File: src/rtl/uart_tx_arbiter.sv
// uart_tx_arbiter
// Round-robin arbiter sharing one UART transmitter among N_REQ byte
// producers. Packet locking keeps a multi-byte message from one requester
// contiguous. It drives the UART send handshake: data set up, wait for busy
// low, send high until busy high, then send low.
//
// Ports
//   ipClk       clock
//   rst         synchronous active-high reset
//   ipReqValid  per-requester byte valid, held until the matching opReqReady
//   ipReqData   requester i byte in bits [8i+7:8i]
//   ipReqLast   byte is the last of its packet
//   opReqReady  one-cycle pulse: requester byte consumed
//   opGrant     one-hot current owner, 0 when none
//   opTxData    byte to UART
//   opTxSend    UART send strobe
//   ipTxBusy    UART transmission in progress
//   opErr       one-cycle pulse on send timeout
//
// state     | meaning
// ----------+--------------------------------------------------------
// IDLE      | arbitrate, or wait for the locked owner's next byte
// CAPTURE   | consume owner byte into opTxData, remember its last flag
// WAIT_FREE | hold data until the UART is not busy
// SEND      | assert send until busy rises, or give up on timeout
// RELEASE   | drop send; keep or clear the packet lock
module uart_tx_arbiter #(
  parameter int N_REQ        = 4,
  parameter int SEND_TIMEOUT = 15
) (
  input  logic               ipClk,
  input  logic               rst,
  input  logic [N_REQ-1:0]   ipReqValid,
  input  logic [8*N_REQ-1:0] ipReqData,
  input  logic [N_REQ-1:0]   ipReqLast,
  output logic [N_REQ-1:0]   opReqReady,
  output logic [N_REQ-1:0]   opGrant,
  output logic [7:0]         opTxData,
  output logic               opTxSend,
  input  logic               ipTxBusy,
  output logic               opErr
);

  localparam int PW = $clog2(N_REQ);
  localparam int CW = $clog2(SEND_TIMEOUT + 1);

  typedef enum logic [2:0] {
    S_IDLE,
    S_CAPTURE,
    S_WAIT_FREE,
    S_SEND,
    S_RELEASE
  } state_t;

  state_t           r_state, w_state_n;
  logic [PW-1:0]    r_ptr, w_ptr_n;
  logic [N_REQ-1:0] r_grant, w_grant_n;
  logic             r_lock, w_lock_n;
  logic             r_last, w_last_n;
  logic [7:0]       r_data, w_data_n;
  logic [CW-1:0]    r_cnt, w_cnt_n;
  logic             r_err, w_err_n;

  logic [7:0]       w_bytes [N_REQ];
  logic             w_found;
  logic [PW-1:0]    w_win;
  logic [PW-1:0]    w_idx;

  for (genvar g = 0; g < N_REQ; g++) begin : g_bytes
    assign w_bytes[g] = ipReqData[8*g +: 8];
  end

  // Scan pointer+1, pointer+2, ... so the last winner has lowest priority.
  always_comb begin
    w_found = 1'b0;
    w_win   = r_ptr;
    w_idx   = r_ptr;
    for (int k = 1; k <= N_REQ; k++) begin
      w_idx = PW'((int'(r_ptr) + k) % N_REQ);
      if (!w_found && ipReqValid[w_idx]) begin
        w_found = 1'b1;
        w_win   = w_idx;
      end
    end
  end

  always_comb begin
    w_state_n = r_state;
    w_ptr_n   = r_ptr;
    w_grant_n = r_grant;
    w_lock_n  = r_lock;
    w_last_n  = r_last;
    w_data_n  = r_data;
    w_cnt_n   = r_cnt;
    w_err_n   = 1'b0;
    case (r_state)
      S_IDLE: begin
        if (r_lock) begin
          if (ipReqValid[r_ptr]) w_state_n = S_CAPTURE;
        end else if (w_found) begin
          w_grant_n        = '0;
          w_grant_n[w_win] = 1'b1;
          w_ptr_n          = w_win;
          w_state_n        = S_CAPTURE;
        end else begin
          w_grant_n = '0;
        end
      end
      S_CAPTURE: begin
        w_data_n  = w_bytes[r_ptr];
        w_last_n  = ipReqLast[r_ptr];
        w_state_n = S_WAIT_FREE;
      end
      S_WAIT_FREE: begin
        if (!ipTxBusy) begin
          w_cnt_n   = '0;
          w_state_n = S_SEND;
        end
      end
      S_SEND: begin
        if (ipTxBusy) begin
          // Grant/lock are updated on the way into RELEASE so opGrant
          // already reads 0 during RELEASE at the end of a packet.
          w_state_n = S_RELEASE;
          if (r_last) begin
            w_grant_n = '0;
            w_lock_n  = 1'b0;
          end else begin
            w_lock_n  = 1'b1;
          end
        end else if (r_cnt == CW'(SEND_TIMEOUT - 1)) begin
          w_err_n   = 1'b1;
          w_grant_n = '0;
          w_lock_n  = 1'b0;
          w_state_n = S_IDLE;
        end else begin
          w_cnt_n = r_cnt + 1'b1;
        end
      end
      S_RELEASE: w_state_n = S_IDLE;
      default:   w_state_n = S_IDLE;
    endcase
  end

  always_ff @(posedge ipClk) begin
    if (rst) begin
      r_state <= S_IDLE;
      r_ptr   <= PW'(N_REQ - 1);
      r_grant <= '0;
      r_lock  <= 1'b0;
      r_last  <= 1'b0;
      r_data  <= '0;
      r_cnt   <= '0;
      r_err   <= 1'b0;
    end else begin
      r_state <= w_state_n;
      r_ptr   <= w_ptr_n;
      r_grant <= w_grant_n;
      r_lock  <= w_lock_n;
      r_last  <= w_last_n;
      r_data  <= w_data_n;
      r_cnt   <= w_cnt_n;
      r_err   <= w_err_n;
    end
  end

  assign opReqReady = (r_state == S_CAPTURE) ? r_grant : '0;
  assign opGrant    = r_grant;
  assign opTxData   = r_data;
  assign opTxSend   = (r_state == S_SEND);
  assign opErr      = r_err;

endmodule
File: config.mk
export PLATFORM = sky130hd
export DESIGN_NAME = uart_tx_arbiter
export DESIGN_NICKNAME = d
export VERILOG_FILES = /design/src/rtl/uart_tx_arbiter.sv
export SDC_FILE = /design/constraint.sdc
export NUM_CORES = 1
export LEC_CHECK = 0
export BUFFER_PORTS_ARGS = -buffer_cell sky130_fd_sc_hd__buf_2
export CAP_MARGIN = 20
export CORE_MARGIN = 2
export CORE_UTILIZATION = 46
export DETAILED_ROUTE_END_ITERATION = 12
export GPL_ROUTABILITY_DRIVEN = 0
export GPL_TIMING_DRIVEN = 0
export PLACE_DENSITY_LB_ADDON = 0.15
export SKIP_LAST_GASP = 1
export SYNTH_ARGS = -nofsm -noshare
export SYNTH_HDL_FRONTEND = slang
export SYNTH_SLANG_ARGS = --single-unit
export TNS_END_PERCENT = 20
File: constraint.sdc
create_clock -name ipClk -period 3.2 [get_ports ipClk]
set_input_delay 0.32 -clock ipClk [delete_from_list [all_inputs] [get_ports ipClk]]
set_output_delay 0.32 -clock ipClk [all_outputs]
set_load 0.02 [all_outputs]
### Word-level counts from Yosys, hierarchy flattened

Index checks and enable logic that the tools add are counted.

* order comparisons: 8
* muxes and demuxes: 47
* bitwise logic cells: 3
* reductions and logical operators: 17
* $add $sub $neg: 5
* equality and inequality tests: 12

Operator list (number)
* $mux 4: 9
* $lt 2x3->1 const B: 6
* $mux 3: 6
* $bmux 8 s2: 1
* $mux 8: 2
* $pmux 4 s2: 2
* $mux 1: 15
* $bmux 1 s2: 6
* $pmux 3 s4: 1
* $reduce_and 4->1: 3
* $mux 2: 4
* $ne 2x2->1 const B: 4
* $eq 3x2->1 const B: 2
* $ne 3x3->1 const B: 2
* $reduce_bool 2->1: 3
* $add 2x1->2 const B: 2
* $add 2x2->2 const B: 2
* $add 4x1->4 const B: 1
* $eq 4x4->1 const B: 1
* $logic_and 1x1->1: 4
* $eq 3x1->1 const B: 1
* $ge 3x3->1 const B: 1
* $logic_not 1->1: 3
* $logic_not 3->1: 1
* 9 further kinds: 10

* output and inout port bits: 18
* bits in registers: 24

### Logic depth before layout (Yosys ltp)

* depth after elaboration: 20
* depth in mapped cells: 6

### Worst setup path before layout

Ideal clock, no wire load.

* kind: reg-to-output
* start: register r_state[0]
* end: output opReqReady[0]
* data arrival time: 1225 ps
* path slack: 1655 ps
* data required time: 2880 ps
* buffers on the path: 2
* cell stages (with the launch flop): 6
* cell sequence: dfxtp_1 buf_6 or2b_1 nor2_1 buf_2 and2_1

* longest elaborated chain between the ends: 2

Ends and longest elaborated chain
* from (decl): RTL line 55 `state_t r_state, w_state_n;`
* from (signal assigned): RTL line 156 `r_state <= w_state_n;`
* $eq 3x1->1: RTL line 167 `assign opReqReady = (r_state == S_CAPTURE) ? r_grant : '0;`
* $mux 4: RTL line 167
* to (decl): RTL line 36 `output logic [N_REQ-1:0] opReqReady,`

No other way between the ends.

### Worst setup path in the final report

Ends and elaborated chain as after synthesis.

==> results.md <==
- The layout overhead on the synthesized area is 28.10%.
- The cell count after synthesis is 151.
- The number of global-route vias before repair was about 1.3k.
- The worst supply voltage drop on vdd is 0.0003955 V.
- The worst-case reg-to-reg path depth is 6.
- After the flow finishes, the layout carries non-filler instances totaling 248.
- The region available for standard cell placement spans 2978 um2.
- In this run, synthesis inferred 0 flip-flops with an integrated enable.
- The row count is 20.
- The average cell area after synthesis is roughly 9.3 um2.
- The I/O pin count is 61.
- The count of hold-fix buffers inserted at cts is 0.
- The summed instance area of the synthesized netlist is around 1400 um2.
- The data arrival time of the critical path is ~1.9 ns.
- The critical setup path kind is flip-flop to output port.
- The number of iterations in the first detailed-routing pass is 4.
- The number of setup buffers added after CTS is 0.
- The height of the die is between 50 and 60 um.
- The clock insertion delay at the later pin of the skew report is 0.33 ns.
- The library cell used most frequently in the layout, excluding fill and tap cells, is sky130_fd_sc_hd__buf_2.
- The global-route wire length before repair is 5844 um.
- The count of endpoints failing setup in the final report is 0.
- Across the run, the number of max-cap violations was 0.
- The leakage power is ~0.00083 uW.
- On the final layout, the worst clock skew is slightly below 0.007 ns.
- The number of buffer cells added on primary ports is 60.
- In the synthesized netlist the dominant register cell turns out to be sky130_fd_sc_hd__dfxtp_1.
- The net count after synthesis is between 150 and 200.
- For this design the ratio of total power to cell area is between 700 and 800 nW/um2.
- Of all flip-flops after synthesis, the portion carrying an async set or reset was 0%.
- The overall power of the completed layout is between 1000 and 1500 uW.
- Synthesis inferred 24 register bits.
- Summing all placed instances gives a cell area of 1744 um2.
- After detailed routing, the average wire length per cell comes to 14.69 um.
- Prior to clock tree synthesis, the placed netlist has a worst setup slack of about 1.4 ns.
- The final net count is 261.
- STA classifies the critical path startpoint as a flip-flop.
- The width of the chip is 59.22 um.
- On the worst path, the slowest cell contributes a delay of roughly 0.35 ns.
- The die covers 3507 um2.
- In this run the worst hold path is classified as input pin to flip-flop.
- In this design, the largest share of critical-path delay is due to simple AND/OR/NAND/NOR gates.
- The number of stages on the worst setup path is 6.
- In this run the number of H-tree levels came out at 1.
- The initial cell density of the core is between 40% and 50%.
- In the layout the commonest cells are 64 x sky130_fd_sc_hd__buf_2, 24 x sky130_fd_sc_hd__dfxtp_1, 23 x sky130_fd_sc_hd__nand2_1.
- In this run the worst path has a maximum fanout of 10.
- The worst-margin pin slew is 0.5759 ns.
- The run finished with clean final reports.
- STA puts the critical path data required time at between 2 and 3 ns.
- The number of antenna violations at the first check in global routing came to 0.
- Timing would allow up to ~460 MHz.
- The vias after detailed routing is 1408.
- Clock tree synthesis found a total of 24 sinks.
- The aggregate negative setup slack is 0 ns.
- The aggregate routed wire length is between 3000 and 4000 um.
- The number of antenna repair diodes is 0.
- Including well taps, the total number of placed cells is between 200 and 250.
- The minimum period implied by the final worst setup slack is roughly 2.2 ns.
- After clock tree synthesis, the clock-pin slew on the worst setup and hold paths is 0.14 ns.
- The relative max-transition margin is 60.61%.
- The number of buffers between clock root and the deepest sink is 2.
- The count of instances resized after the clock tree is built is 0.
- The clock buffer count from CTS is 3.
- The share of layout cells above drive strength 1 is about two fifths.
- The final-report hold violation count is 0.
- Entering global routing, the biggest net connects 15 pins.
- Using the TritonRoute via totals, the vias-per-cell ratio works out to approximately 5.7.
- The synthesized netlist contains 44 unique library cells.
- The final max-slew violation count came to 0.
- Setup repair after global routing left no endpoint under its margin.
- The slowest stage of the critical path is the sky130_fd_sc_hd__dfxtp_1 cell.
- TritonCTS built the clock tree.
- The post-synthesis sequential area ratio is 34.26%.
- The setup slack of the critical path after layout is ~1 ns.
- Once detail routing completed, the nets flagged for antenna violations numbered 0.
- The most numerous cell type found on the critical path is sky130_fd_sc_hd__buf_2.
- The number of remaining DRC errors is 0.
- The setup check on the worst reg-to-reg path leaves a slack of around 1.4 ns.
- The total routing resource utilization after global routing is 21.78%.
- The count of buffer and inverter cells on the critical path is 3.
- The post-DP HPWL is 2878 um.
- After the first detailed-routing iteration, the DRC count stood at 74.
- The kind of capture point of the worst setup path is an output port.
- The remaining global-route overflow is 0.
- Counting instances, the worst hold path has a depth of 2.
- The final worst-path cycle share is between 60 and 70%.
- The root buffer cell chosen for the clock tree is sky130_fd_sc_hd__clkbuf_4.
- Traced cell by cell, the critical path runs through buf_6 > or2b_1 > nor2_1 > buf_2 > and2_1 > buf_2.
- The number of synthesis warnings is 0.
- The cell area after layout is 1797 um2.
## flip-flops by register name, indices dropped and copies added, names as in the netlist
signal    count
opErr         1
opGrant       4
opTxData      8
r_cnt         4
r_last        1
r_lock        1
r_ptr         2
r_state       3
## stage by stage
stage	utilization, %	hold WS, ns
after floorplan	-	0.3985
after global placement	58.57	0.4416
after detailed placement	58.57	0.4456
after global routing	60.34	0.2532
after CTS	60.34	0.2612
final	60.34	0.2526
## kinds of logic (layout without fill, tap and decap cells)
kind of cell / count (synthesis) / after routing / synth area share (%)
XOR/XNOR: 2 / 2 / 1.249
AO/OA/AOI/OAI: 38 / 38 / 19.36
adder cells (fa/ha/maj): 2 / 2 / 1.784
buffers and inverters: 14 / 78 / 4.639
multiplexers: 11 / 11 / 16.77
AND/OR/NAND/NOR: 60 / 60 / 21.95
flip-flops: 24 / 24 / 34.26
## report_power, final
part / internal (uW) / total (uW) / switching, uW
registers: 375 / 418 / 42.4
logic: 310 / 708 / 398
clock network: 127 / 222 / 95.5
## final cells by class
| type | count | area (um2) |
|---|---|---|
| inverters | 5 | 18.77 |
| flip-flops and latches | 24 | 480.5 |
| well taps | 33 | 41.29 |
| repair buffers | 60 | 300.3 |
| multi-input cells | 113 | 857.1 |
| clock inverters | 1 | 30.03 |
| plain buffers | 9 | 46.29 |
| fillers | 285 | 1181 |
| clock buffers | 3 | 22.52 |
## Yosys cell counts (all sizes together), types with 2 or more instances
library cell | count | area share (%)
dfxtp | 24 | 34
ha | 2 | 1.8
nor2b | 6 | 2.7
nor3b | 2 | 1.1
nand4 | 2 | 1.3
and3 | 2 | 0.89
a211oi | 2 | 2.0
a32oi | 2 | 1.2
a21oi | 13 | 4.9
inv | 5 | 1.3
a32o | 2 | 1.4
o21ai | 5 | 1.8
clkbuf | 4 | 1.1
and2 | 4 | 1.8
buf | 5 | 2.2
xor2 | 2 | 1.2
nand2 | 23 | 6.2
a21o | 2 | 1.2
o211ai | 2 | 1.1
nand3 | 4 | 1.4
mux4 | 10 | 16
nor2 | 9 | 2.4
o2bb2ai | 2 | 1.2
a31oi | 2 | 0.89
## final timing paths
kind                       startpoint                       end
min reg2reg  opTxData[2]$_SDFFE_PP0N_  opTxData[2]$_SDFFE_PP0N_
max reg2reg     r_cnt[0]$_SDFFE_PP0P_   opGrant[0]$_SDFFE_PP0P_
min                          ipTxBusy          opErr$_SDFF_PP0_
max           r_state[0]$_SDFFE_PP0P_             opReqReady[0]
## per-layer routing
layer | wire (um) | global-route usage (%) | up-vias
li1 | - | - | 679
met1 | 1603 | 29.88 | 681
met2 | 1816 | 35.32 | 42
met3 | 173 | 2.838 | 6
met4 | 51 | 7.143 | 0
met5 | 0 | 0 | -
Power figures use the tool's default switching activity.
